**src/rtl/frac_ratio_gen_if.sv**
```systemverilog
// Control bus between the reference-domain register file and the
// fractional ratio generator: ratio request in, P/S prescaler loads out.
interface frac_ratio_gen_if #(
   parameter int P_WIDTH    = 5,
   parameter int S_WIDTH    = 3,
   parameter int INT_WIDTH  = 8,
   parameter int FRAC_WIDTH = 8
);
   logic                  en;
   logic [INT_WIDTH-1:0]  N_int;
   logic [FRAC_WIDTH-1:0] frac;
   logic [P_WIDTH-1:0]    Pi;
   logic [S_WIDTH-1:0]    Si;
   logic                  valid;
   logic                  ratio_err;

   modport master (
      output en, N_int, frac,
      input  Pi, Si, valid, ratio_err
   );

   modport slave (
      input  en, N_int, frac,
      output Pi, Si, valid, ratio_err
   );
endinterface

```
**src/rtl/frac_ratio_gen.sv**
```systemverilog
// MASH 1-1-1 sigma-delta ratio generator for a pulse-swallow fractional-N
// divider: each Fin cycle it picks N = N_int + y and splits it into P/S loads.

// One first-order accumulator; the carry out is its only overflow signal.
module frac_acc_stage #(
   parameter int W = 8
) (
   input  logic         clk,
   input  logic         rst,
   input  logic         clr,
   input  logic [W-1:0] addend,
   output logic [W-1:0] part,
   output logic         carry
);
   logic [W-1:0] acc;
   logic [W:0]   sum;

   assign sum   = {1'b0, acc} + {1'b0, addend};
   assign part  = sum[W-1:0];
   assign carry = sum[W];

   always_ff @(posedge clk) begin
      if (rst || clr) acc <= '0;
      else            acc <= sum[W-1:0];
   end
endmodule

module frac_ratio_gen #(
   parameter int P_WIDTH    = 5,
   parameter int S_WIDTH    = 3,
   parameter int INT_WIDTH  = 8,
   parameter int FRAC_WIDTH = 8
) (
   input logic              Fin,
   input logic              rst,
   frac_ratio_gen_if.slave  bus
);
   localparam int STAGES = 3;
   localparam int NT_W   = INT_WIDTH + 2;
   localparam int PQ_W   = NT_W - S_WIDTH;

   typedef struct packed {
      logic [P_WIDTH-1:0] p;
      logic [S_WIDTH-1:0] s;
   } load_t;

   logic [STAGES-1:0][FRAC_WIDTH-1:0] addend;
   logic [STAGES-1:0][FRAC_WIDTH-1:0] part;
   logic [STAGES-1:0]                 carry;

   logic c2_d, c3_d, c3_dd;
   logic signed [3:0]      y, y_eff;
   logic signed [NT_W-1:0] nt;
   logic [PQ_W-1:0]        p_q;
   logic [S_WIDTH-1:0]     s_q;
   logic                   bad;
   load_t                  load_q;
   logic                   valid_q, err_q;

   // Each stage integrates the truncated sum of the stage before it.
   for (genvar g = 0; g < STAGES; g++) begin : g_stage
      if (g == 0) begin : g_first
         assign addend[g] = bus.frac;
      end else begin : g_next
         assign addend[g] = part[g-1];
      end
      frac_acc_stage #(.W(FRAC_WIDTH)) u_acc (
         .clk    (Fin),
         .rst    (rst),
         .clr    (!bus.en),
         .addend (addend[g]),
         .part   (part[g]),
         .carry  (carry[g])
      );
   end

   always_ff @(posedge Fin) begin
      if (rst || !bus.en) begin
         c2_d  <= 1'b0;
         c3_d  <= 1'b0;
         c3_dd <= 1'b0;
      end else begin
         c2_d  <= carry[1];
         c3_d  <= carry[2];
         c3_dd <= c3_d;
      end
   end

   function automatic logic signed [3:0] b2s(input logic b);
      return {3'b000, b};
   endfunction

   // Noise-shaped sum c1 + (1-z^-1)c2 + (1-z^-1)^2 c3; stays inside [-3, +4].
   always_comb begin
      y     = b2s(carry[0]) + b2s(carry[1]) - b2s(c2_d)
            + b2s(carry[2]) - (b2s(c3_d) <<< 1) + b2s(c3_dd);
      y_eff = bus.en ? y : 4'sd0;
      nt    = $signed({2'b00, bus.N_int}) + {{(NT_W-4){y_eff[3]}}, y_eff};
      p_q   = nt[NT_W-1:S_WIDTH];
      s_q   = nt[S_WIDTH-1:0];
      bad   = nt[NT_W-1]
           || (p_q > PQ_W'((2 ** P_WIDTH) - 1))
           || (p_q < PQ_W'(s_q));
   end

   // An unrealisable ratio keeps the last good loads so the counters never
   // see a load they cannot execute.
   always_ff @(posedge Fin) begin
      if (rst) begin
         load_q  <= '0;
         valid_q <= 1'b0;
         err_q   <= 1'b0;
      end else begin
         if (!bad) load_q <= '{p: p_q[P_WIDTH-1:0], s: s_q};
         valid_q <= 1'b1;
         err_q   <= bad;
      end
   end

   assign bus.Pi        = load_q.p;
   assign bus.Si        = load_q.s;
   assign bus.valid     = valid_q;
   assign bus.ratio_err = err_q;
endmodule

```
**src/flat_wrapper.sv**
```systemverilog
// flat-port wrapper written by rule: the top's interface ports become plain ports
module frac_ratio_gen_flat 
#(
   parameter int P_WIDTH    = 5,
   parameter int S_WIDTH    = 3,
   parameter int INT_WIDTH  = 8,
   parameter int FRAC_WIDTH = 8
)
  (Fin, rst, bus_en, bus_N_int, bus_frac, bus_Pi, bus_Si, bus_valid, bus_ratio_err);
  frac_ratio_gen_if #(.P_WIDTH(P_WIDTH), .S_WIDTH(S_WIDTH), .INT_WIDTH(INT_WIDTH), .FRAC_WIDTH(FRAC_WIDTH)) bus_i ();
  input logic Fin;
  input logic rst;
  input wire logic [$bits(bus_i.en)-1:0] bus_en;
  input wire logic [$bits(bus_i.N_int)-1:0] bus_N_int;
  input wire logic [$bits(bus_i.frac)-1:0] bus_frac;
  output wire logic [$bits(bus_i.Pi)-1:0] bus_Pi;
  output wire logic [$bits(bus_i.Si)-1:0] bus_Si;
  output wire logic [$bits(bus_i.valid)-1:0] bus_valid;
  output wire logic [$bits(bus_i.ratio_err)-1:0] bus_ratio_err;
  assign bus_i.en = bus_en;
  assign bus_i.N_int = bus_N_int;
  assign bus_i.frac = bus_frac;
  assign bus_Pi = bus_i.Pi;
  assign bus_Si = bus_i.Si;
  assign bus_valid = bus_i.valid;
  assign bus_ratio_err = bus_i.ratio_err;
  frac_ratio_gen #(.P_WIDTH(P_WIDTH), .S_WIDTH(S_WIDTH), .INT_WIDTH(INT_WIDTH), .FRAC_WIDTH(FRAC_WIDTH)) u_core (.Fin(Fin), .rst(rst), .bus(bus_i));
endmodule
```
**config.mk**
```make
export PLATFORM = sky130hd
export DESIGN_NAME = frac_ratio_gen_flat
export DESIGN_NICKNAME = d
export VERILOG_FILES = /design/src/rtl/frac_ratio_gen_if.sv /design/src/rtl/frac_ratio_gen.sv /design/src/flat_wrapper.sv
export SDC_FILE = /design/constraint.sdc
export NUM_CORES = 1
export LEC_CHECK = 0
export ABC_CLOCK_PERIOD_IN_PS = 22900
export CAP_MARGIN = 20
export CORE_UTILIZATION = 30
export DETAILED_ROUTE_END_ITERATION = 10
export SKIP_CTS_REPAIR_TIMING = 1
export SLEW_MARGIN = 20
export SYNTH_ARGS = -nofsm -noshare
export SYNTH_HDL_FRONTEND = slang
export SYNTH_SLANG_ARGS = --single-unit
```
**constraint.sdc**
```tcl
create_clock -name Fin -period 22.9 [get_ports Fin]
set_input_delay 5.725 -clock Fin [delete_from_list [all_inputs] [get_ports Fin]]
set_output_delay 5.725 -clock Fin [all_outputs]
set_load 0.01 [all_outputs]
```
Word-level counts from Yosys, hierarchy flattened:

Cells that the tools add are included.

* flip-flop bits (word level): 37
* latch bits: 0
* bits in writable memories: 0
* bits in read-only memories: 0
* bits of input ports: 19
* output and inout bits: 10
* word-level logic and storage cells: 27
* memories: 0

* $add $sub $neg: 9
* $mul: 0
* div/mod/pow operators: 0
* order comparisons: 2
* equality and inequality tests: 0
* shifts and indexed selects: 0
* multiplexer cells: 2
* bitwise gates (word level): 0
* reduce and logical (&&, ||, !) cells: 4

Operators with widths (number)
* $add A8 B8 Y9: 3
* $add A9 B4 Y10: 1
* $add A4 B2 Y4: 2
* $gt A7 B5 Y1 const B: 1
* $lt A7 B3 Y1: 1
* $mux W4: 1
* $sub A4 B2 Y4: 1
* $sub A4 B3 Y4: 1
* $logic_or A1 B1 Y1: 3
* $add A1 B1 Y2: 1
* $logic_not A1 Y1: 1
* $mux W1: 1

Logic depth before layout (Yosys ltp):

Gate-level depths: netlist (run 1).

* depth after elaboration: 12
* gate-level depth with buffers: 32
* mapped depth without buffers: 32

Hierarchy:

From an unflattened synthesis (run 1), not the netlist that was laid out.

* cell total of the unflattened synthesis: 300
* area, all modules: 2742.6 sq um

Modules (own cells, without submodules)
* frac_acc_stage: times used 3, cells an instance 57, area each 540.5 sq um, sequential area each 160.2 sq um
* frac_ratio_gen: times used 1, cells an instance 129, area each 1121.1 sq um, sequential area each 260.2 sq um

Least setup slack after synthesis (run 1):

OpenSTA, ideal clock, no wires.

* kind: input -> register
* start point: in bus_frac[0]
* end point: reg u_core.load_q, in the netlist u_core.bus.Pi[4]
* library setup time: 0.116 ns
* arrival: 11.746 ns
* data required time: 22.784 ns
* path slack: 11.038 ns
* stages: 28
* buffers on the path: 0
* cells stage by stage: ha_1 > fa_1 > inv_1 > fa_1 > inv_1 > fa_1 > a21o_1 > a21oi_1 > o21ai_0 > a21o_1 > a21oi_1 > ha_1 > inv_1 > fa_1 > ha_1 > inv_1 > ha_1 > and2_1 > ha_1 > nand2_1 > o31ai_2 > xnor2_1 > ha_1 > o21ai_0 > nor3b_1 > a311o_2 > nand2_2 > a31o_1

RTL lines
* start: declaration: RTL line flat_wrapper.sv:15 `input wire logic [$bits(bus_i.frac)-1:0] bus_frac;`
* end signal: assignment: RTL line frac_ratio_gen.sv:114 `if (!bad) load_q <= '{p: p_q[P_WIDTH-1:0], s: s_q};`
* end: declaration: RTL line frac_ratio_gen.sv:57 `load_t load_q;`

==> run_results.csv, run 1 <==
group,metric,value,unit
global_routing,met3_usage,2.13,%
timing,setup_slack,10180,ps
setup_path,worstSetupStartpointType,"primary input",
timing,worstMarginPinSlew,641,ps
yosys,synthCells,291,
routing,dr_total_vias,2054,
yosys,syn_nets,356,
routing,routed_wl,5.01,mm
global_routing,overflow,0,
timing,max_freq,0.0786,GHz
run,max_cap_violations,0,
setup_path,end_kind,"flop",
power,p_int,0.176,mW
setup_path,path_common_cell,"ha_1",
global_routing,grt_max_degree,18,
layout,fin_area,0.00311,mm^2
cts,clock_sinks,37,
power,p_per_area,93.9,mW/mm^2
placement,pre_cts_slack,9870,ps
cts,htree_levels,2,
layout,multi_input_area,0.00177,mm^2
cts,cts_made_buffers,5,
routing,drc_errors,0,
placement,io_buffer_count,28,
floorplan,initial_core_util,31.6,%
yosys,synth.avg_cell_area,9.05,um^2
global_routing,antenna_found_initial,0,
timing,setup_viol,0,
power,comb_power_share,55.4,%
floorplan,die_area,0.00916,mm^2
floorplan,coreArea,0.00834,mm^2
layout,nFillCells,856,
routing,wl_per_cell,11.7,um
yosys,ys_ff_latch,37,
timing,hold_violations,0,
setup_path,crit_type,"in2reg",
yosys,ys_seq_area_share,28.1,%
cts,clock_latency,290,ps
global_routing,grt_pass1_vias,1988,
routing,viasPerCell,4.81,
cts,cts_tree,"built",
power,power_frac_seq,29.4,%
setup_path,critPathMaxStageDelay,510,ps
setup_path,worst_path_max_delay_cell,"fa_1",
yosys,synth_cell_types,48,
timing,fin_crit,12720,ps
timing,rsz0062_at_grt,"no",
cts,clockBufferDepth,2,
outcome,status,"complete, no violations",
routing,drt_pass1_iterations,4,
setup_path,path_max_fanout,8,
yosys,synth-main-ff-cell,"dfxtp_1",
power,p_sw,0.116,mW
global_routing,use_met1,15.7,%
routing,drtIter0Drc,50,
global_routing,grt_pass1_wl,8.58,mm
layout,diodes,0,
yosys,synth-edff-count,0,
yosys,yosysWarnings,0,
setup_path,crit_required,23090,ps
timing,drv_slew,0,
cts,ctsRootBufferMaster,"clkbuf_8",
placement,place.gp.congestion,0.868,
yosys,synth_area,0.00263,mm^2
global_routing,gr-usage-all-layers,11.9,%
timing,period_share,55.6,%
layout,final_nets,387,
routing,ant_nets,0,
power,swShare,39.8,%
placement,dp_hpwl,4.00,mm
floorplan,die_y,95.7,um
layout,seq_area,741,um^2
floorplan,rows,33,
min_path,min_path_type,"reg2reg",
yosys,synthArstFlopShare,0,%
power,clkPwrFrac,15.2,%
power,finalPower,0.292,mW
global_routing,grt_busiest_layer,"met2",
floorplan,ios,29,
timing,tns,0,ps
placement,dpl_cell_area,0.00303,mm^2
timing,max_slew_margin,57.1,%
layout,area_growth,18.2,%
power,leakage,1.38,nW
power,ir_worst_vdd,0.0249,mV
timing,skew,10.4,ps
cts,clkSlewWorstSetupHoldPaths,70,ps
floorplan,die_x,95.7,um
global_routing,grt_use_met2,19.6,%
setup_path,crit_arrival,12910,ps
layout,drive_gt1_share,5.90,%
==> cell type report <==
cell class	count	share of cell area [%]
Clock inverter	1	0.281
Multi-Input combinational cell	222	57.0
Tap cell	105	4.22
Clock buffer	6	2.33
Inverter	28	3.38
Timing Repair Buffer	28	9.00
Sequential cell	37	23.8
==> worst max-delay path, delay by kind of cell <==
kind	cells	cell delay, ps
and+or+nand+nor	5	1030
adders and majority gates	10	2840
AOI/OAI and AO/OA	10	2360
xor gates and xnor gates	3	440
buffers and inverters	3	490
==> layout by cell type (no fill, tap or decap), drive strengths merged, types with 7 or more instances in the layout <==
cell type and instances:
inv 28, and2 14, o21ai 16, xnor2 12, nor2 22, a21o 8, ha 40, dfxtp 37
a21oi 23, nand2 11, clkdlybuf4s50 28, xor2 7
==> final timing paths <==
check,startpoint,to,slack (ps),depth (start not counted)
worst max-delay path,bus_frac[0],u_core.bus.Pi[4],10180,31
worst min-delay path,u_core.bus.Pi[2],u_core.bus.Pi[2],480,2
worst max register to register,u_core.g_stage[0].u_acc.acc[0],u_core.bus.Pi[4],15740,30
worst min register to register,u_core.bus.Pi[2],u_core.bus.Pi[2],480,2
==> through the flow <==
step	hold slack, ps	util, %	std cells
after floorplan	454	-	291
after global placement	464	36.3	420
after detailed placement	468	36.3	420
after CTS	480	37.3	427
after global routing	518	37.3	427
final	480	37.3	427
==> Yosys cell counts (2+ instances only) <==
| cell type | n | share of area (%) |
|---|---|---|
| nand3_1 | 4 | 0.76 |
| o211ai_1 | 4 | 1.1 |
| xor2_1 | 7 | 2.3 |
| a21oi_1 | 23 | 4.4 |
| nor3_1 | 5 | 0.95 |
| o21bai_1 | 3 | 0.86 |
| nand2b_1 | 2 | 0.47 |
| or4_1 | 2 | 0.57 |
| and3_1 | 2 | 0.47 |
| o21ai_0 | 16 | 3.0 |
| a211oi_1 | 3 | 0.86 |
| nor2_1 | 21 | 3.0 |
| nor3b_1 | 3 | 0.86 |
| clkbuf_1 | 3 | 0.43 |
| a2111oi_0 | 3 | 1.0 |
| nand2_1 | 10 | 1.4 |
| fa_1 | 6 | 4.6 |
| inv_1 | 28 | 4.0 |
| ha_1 | 40 | 19 |
| o21a_1 | 3 | 0.86 |
| xnor2_1 | 12 | 4.0 |
| dfxtp_1 | 37 | 28 |
| and2_1 | 14 | 3.3 |
| a21o_1 | 8 | 2.3 |
| or3_1 | 3 | 0.71 |
| o31ai_1 | 3 | 0.86 |
| nor2b_1 | 5 | 1.2 |
==> power groups by stage <==
stage | logic [mW] | registers (mW) | clock network [mW]
2_1_floorplan | 0.118 | 0.0884 | 0
3_3_place_gp | 0.160 | 0.0870 | 0
5_1_grt | 0.184 | 0.0873 | 0.0492
4_1_cts | 0.163 | 0.0860 | 0.0472
3_5_place_dp | 0.162 | 0.0871 | 0
6_report | 0.162 | 0.0858 | 0.0444
==> cells by family (layout without fill, tap and decap cells) <==
group	count (synthesis)	count (layout)	synth area share [%]
simple gates	78	78	15.7
xor+xnor	19	19	6.32
compound gates	76	76	20.2
fa+ha+maj	46	46	23.6
mux	3	3	1.47
flops	37	37	28.1
buf+inv	32	63	4.61
==> registers in the layout (all words and copies together), names as in the netlist <==
signal                    flops
u_core.bus.Pi                 5
u_core.bus.Si                 3
u_core.bus.ratio_err          1
u_core.c3_d                   1
u_core.c2_d                   1
u_core.g_stage.u_acc.acc     24
u_core.c3_dd                  1
u_core.bus.valid              1
==> layer usage <==
metal  vias up  part of all wire (%)
li1       1091                     -
met1       936                    51
met2        21                    46
met3         6                   2.5
met4         0                   1.3
met5         -                     0
No activity file was read; power rests on OpenSTA's default activity.
==> run 2: changes to the inputs <==
ABC_CLOCK_PERIOD_IN_PS = 12500   (was 22900)
clock period = 12.5 ns   (was 22.9 ns; I/O delays follow)
==> run 2 against run 1 <==
- first-iteration DRC count up 4.0%
- worst hold slack worse by 1.3 ps
- highest routed layer unchanged
- global-route usage up 0.27 points
- sequential cell count unchanged
- clock skew about the same
- clock power up 88%
- critical endpoint unchanged
- final cell count up 0.23%
- power up 84%
- sequential power up 83%
- non-clock buffer count unchanged
==> run_results.csv, run 2 (synthesis results as in run 1) <==
group,metric,value,unit
min_path,holdPathEnd,"u_core.bus.Pi[2]",
setup_path,reg2reg_to,"u_core.bus.Pi[4]",
setup_path,end_kind,"flop",
min_path,worstHoldStart,"u_core.bus.Pi[2]",
power,leakage,1.38,nW
global_routing,grt_pass1_wl,8.74,mm
cts,cts_tree,"built",
setup_path,crit_arrival,10280,ps
placement,dp_hpwl,4.00,mm
layout,drive_gt1_share,6.50,%
cts,cts_made_buffers,5,
cts,clock_latency,290,ps
timing,fin_crit,10090,ps
outcome,status,"complete, no violations",
setup_path,critPathMaxStageDelay,510,ps
layout,mostFrequentLayoutCells,"ha_1 (40), dfxtp_1 (37), inv_1 (28), clkdlybuf4s50_1 (28), a21oi_1 (23)",
setup_path,worst_path_max_delay_cell,"fa_1",
timing,hold_violations,0,
global_routing,grt_pass1_vias,2050,
floorplan,die_y,95.7,um
layout,final_nets,387,
floorplan,initial_core_util,31.6,%
layout,layout_commonest_cell,"ha_1",
routing,routed_wl,5.11,mm
min_path,min_path_type,"reg2reg",
power,ir_worst_vdd,0.0520,mV
routing,drt_pass1_iterations,4,
global_routing,grt_max_degree,18,
routing,wl_per_cell,11.9,um
global_routing,antenna_found_initial,0,
timing,max_freq,0.0991,GHz
floorplan,ios,29,
global_routing,gr-usage-all-layers,12.2,%
placement,io_buffer_count,28,
floorplan,die_x,95.7,um
timing,holdWs,479,ps
timing,max_slew_margin,56.5,%
timing,tns,0,ps
global_routing,overflow,0,
layout,largest_register_ffs,24,
floorplan,coreArea,0.00834,mm^2
setup_path,crit_required,12690,ps
floorplan,die_area,0.00916,mm^2
timing,worstMarginPinSlew,650,ps
timing,skew,10.5,ps
run,max_cap_violations,0,
setup_path,crit_type,"in2reg",
setup_path,path_max_fanout,8,
cts,clockBufferDepth,2,
timing,period_share,80.7,%
timing,drv_slew,0,
setup_path,reg2regPathDepth,30,
cts,clock_sinks,37,
power,finalPower,0.538,mW
routing,drtIter0Drc,52,
setup_path,ff2ff_setup_slack,5370,ps
cts,clkSlewWorstSetupHoldPaths,80,ps
timing,setup_viol,0,
routing,ant_nets,0,
routing,viasPerCell,4.86,
timing,rsz0062_at_grt,"no",
routing,dr_total_vias,2078,
floorplan,rows,33,
setup_path,path_common_cell,"ha_1",
setup_path,worstSetupStartpointType,"primary input",
layout,diodes,0,
placement,place.gp.congestion,0.868,
power,p_per_area,172,mW/mm^2
cts,ctsRootBufferMaster,"clkbuf_8",
setup_path,rr_startpoint,"u_core.g_stage[0].u_acc.acc[0]",
min_path,min_delay_path_depth,2,
routing,drc_errors,0,
layout,top_register,"u_core.g_stage.u_acc.acc",
layout,area_growth,18.4,%
cts,htree_levels,2,
-- run 2: worst max path at each step --
stage,from,end,slack (ps)
2_1_floorplan,bus_frac[0],u_core.bus.Pi[4],3240
3_3_place_gp,bus_frac[0],u_core.bus.Pi[4],2180
3_5_place_dp,bus_frac[0],u_core.bus.Pi[4],2140
4_1_cts,bus_frac[0],u_core.bus.Pi[4],2410
5_1_grt,bus_frac[0],u_core.bus.Si[2],1790
6_report,bus_frac[0],u_core.bus.Pi[4],2410
-- run 2: metal layers --
metal / up-vias / track usage (%) / wire (um)
li1: 1092 / - / -
met1: 950 / 15.4 / 2570
met2: 28 / 20.6 / 2310
met3: 8 / 2.37 / 148
met4: 0 / 4.35 / 88
met5: - / 0 / 0
-- run 2: layout make-up --
class	instances	area, um^2
well taps	105	131
clock buffers	5	68.8
fillers	855	5220
flip-flops and latches	37	741
repair buffers	28	280
clock inverters	3	17.5
multi-input cells	222	1770
inverters	28	105
-- run 2: worst max-delay path: cells and delay by family --
family / cells / cell delay (ps)
AO/OA/AOI/OAI: 10 / 2340
adder cells (fa/ha/maj): 10 / 2860
buffers and inverters: 3 / 490
AND/OR/NAND/NOR: 5 / 1010
XOR/XNOR: 3 / 450
-- run 2: where the power goes --
part | switching (mW) | leakage, nW | internal, mW
Combinational | 0.158 | 1.03 | 0.139
Sequential | 0.0127 | 0.305 | 0.145
Clock | 0.0450 | 0.0439 | 0.0385
-- run 2: per-stage QoR --
stage | std cells | worst slack, ps | instance area (um^2) | util, %
after floorplan | 291 | 3240 | 2630 | -
after global placement | 420 | 2180 | 3030 | 36.3
after detailed placement | 420 | 2140 | 3030 | 36.3
after CTS | 428 | 2410 | 3120 | 37.4
after global routing | 428 | 1790 | 3120 | 37.4
final | 428 | 2410 | 3120 | 37.4
==> run 3: changes to the inputs <==
ABC_CLOCK_PERIOD_IN_PS = 9250   (was 12500)
clock period = 9.25 ns   (was 12.5 ns; I/O delays follow)
==> run 3 against run 2 <==
- sequential cell count unchanged
- clock skew decreased by 6.4 ps
- core utilization is 1.3 points higher
- largest cell class unchanged
- largest power group unchanged
- highest routed layer unchanged
==> run_results.csv, run 3 (synthesis results as in run 1) <==
group,metric,value,unit
layout,finalNonFillerCells,433,
placement,place.gp.congestion,0.908,
setup_path,critPathMaxStageDelay,500,ps
global_routing,grt_max_degree,18,
layout,mostFrequentLayoutCells,"ha_1 (38), dfxtp_1 (37), inv_1 (28), clkdlybuf4s50_1 (28), a21oi_1 (22)",
setup_path,crit_arrival,9070,ps
cts,htree_levels,2,
timing,fin_crit,8860,ps
power,ir_worst_vdd,0.0862,mV
setup_path,cp_top_family,"adder cells",
timing,skew,4.13,ps
timing,worstMarginPinSlew,652,ps
routing,drc_errors,0,
floorplan,die_x,95.7,um
setup_path,path_common_cell,"ha_1",
timing,holdWs,476,ps
cts,ctsRootBufferMaster,"clkbuf_8",
min_path,worstHoldStart,"u_core.c3_d",
setup_path,reg2regPathDepth,31,
layout,top_register,"u_core.g_stage.u_acc.acc",
timing,max_freq,0.113,GHz
placement,dp_cells,425,
floorplan,die_area,0.00916,mm^2
floorplan,die_y,95.7,um
layout,largest_register_ffs,24,
cts,cts_tree,"built",
outcome,status,"complete, no violations",
floorplan,rows,33,
global_routing,grt_pass1_vias,2103,
global_routing,grt_pass1_wl,9.09,mm
layout,area_growth,22.5,%
layout,drive_gt1_share,10.1,%
setup_path,reg2reg_to,"u_core.bus.Si[1]",
setup_path,rr_startpoint,"u_core.g_stage[0].u_acc.acc[0]",
setup_path,crit_type,"in2reg",
global_routing,antenna_found_initial,0,
setup_path,timing.critical_path.buf_inv,4,
layout,final_nets,392,
min_path,holdPathEnd,"u_core.c3_dd",
setup_path,worstSetupStartpointType,"primary input",
routing,dr_total_vias,2101,
placement,io_buffer_count,28,
run,max_cap_violations,0,
placement,dp_hpwl,4.13,mm
power,leakage,1.43,nW
routing,viasPerCell,4.85,
cts,clock_latency,290,ps
routing,drtIter0Drc,33,
min_path,min_path_type,"reg2reg",
timing,setup_viol,0,
floorplan,ios,29,
layout,layout_commonest_cell,"ha_1",
cts,clockBufferDepth,2,
setup_path,path_max_fanout,7,
setup_path,ff2ff_setup_slack,2530,ps
setup_path,worst_path_max_delay_cell,"fa_1",
global_routing,overflow,0,
cts,clock_sinks,37,
routing,ant_nets,0,
timing,max_slew_margin,56.3,%
min_path,min_delay_path_depth,2,
global_routing,gr-usage-all-layers,12.5,%
cts,cts_made_buffers,5,
timing,hold_violations,0,
power,p_per_area,241,mW/mm^2
timing,drv_slew,0,
cts,clkSlewWorstSetupHoldPaths,80,ps
floorplan,initial_core_util,31.6,%
layout,diodes,0,
timing,period_share,95.8,%
layout,utilization,38.7,%
routing,routed_wl,5.27,mm
routing,drt_pass1_iterations,4,
floorplan,coreArea,0.00834,mm^2
setup_path,end_kind,"flop",
routing,wl_per_cell,12.2,um
setup_path,crit_required,9460,ps
-- run 3: where the power goes --
part / internal, mW / switching [mW] / total [mW]
Combinational: 0.198 / 0.220 / 0.418
Clock: 0.0880 / 0.0592 / 0.147
Sequential: 0.195 / 0.0167 / 0.212
Total: 0.482 / 0.296 / 0.777
-- run 3: area by class of cell --
type                            instances  area (um^2)
Tap cell                              105          131
Timing Repair Buffer                   33          318
Sequential cell                        37          741
Fill cell                             872         5110
Multi-Input combinational cell        222         1820
Clock buffer                            7         86.3
Inverter                               28          105
Clock inverter                          1         30.0
-- run 3: worst register-to-register path, delay by kind of cell (launching register included) --
family | cells | cell delay [ps]
AND/OR/NAND/NOR | 5 | 620
XOR/XNOR | 2 | 440
buffers and inverters | 3 | 180
adder cells (fa/ha/maj) | 10 | 2870
flip-flops | 1 | 310
AO/OA/AOI/OAI | 11 | 2230
-- run 3: worst max path at each step --
stage / start / end / cells past startpoint
after floorplan: bus_frac[0] / u_core.bus.Pi[4] / 28
after global placement: bus_frac[0] / u_core.bus.Pi[4] / 32
after detailed placement: bus_frac[0] / u_core.bus.Pi[4] / 31
after CTS: bus_frac[0] / u_core.bus.Pi[4] / 31
after global routing: bus_frac[0] / u_core.bus.Si[1] / 31
final: bus_frac[0] / u_core.bus.Si[1] / 32
-- run 3: per-stage QoR --
step	instance area [um^2]	worst slack (ps)	setup TNS [ps]	total power, mW
2_1_floorplan	2630	801	0	0.511
3_3_place_gp	3070	-55.1	-105	0.616
3_5_place_dp	3070	-203	-958	0.623
4_1_cts	3180	61.3	0	0.776
5_1_grt	3230	-26.5	-45.0	0.850
6_report	3230	386	0	0.777
-- run 3: per-layer routing --
| metal | global-route usage (%) | share of wire [%] | up-vias |
|---|---|---|---|
| met2 | 22.0 | 47 | 21 |
| met4 | 3.61 | 1.2 | 0 |
| met1 | 15.7 | 49 | 976 |
| met3 | 1.97 | 2.2 | 6 |
| met5 | 0 | 0 | - |
| li1 | - | - | 1098 |
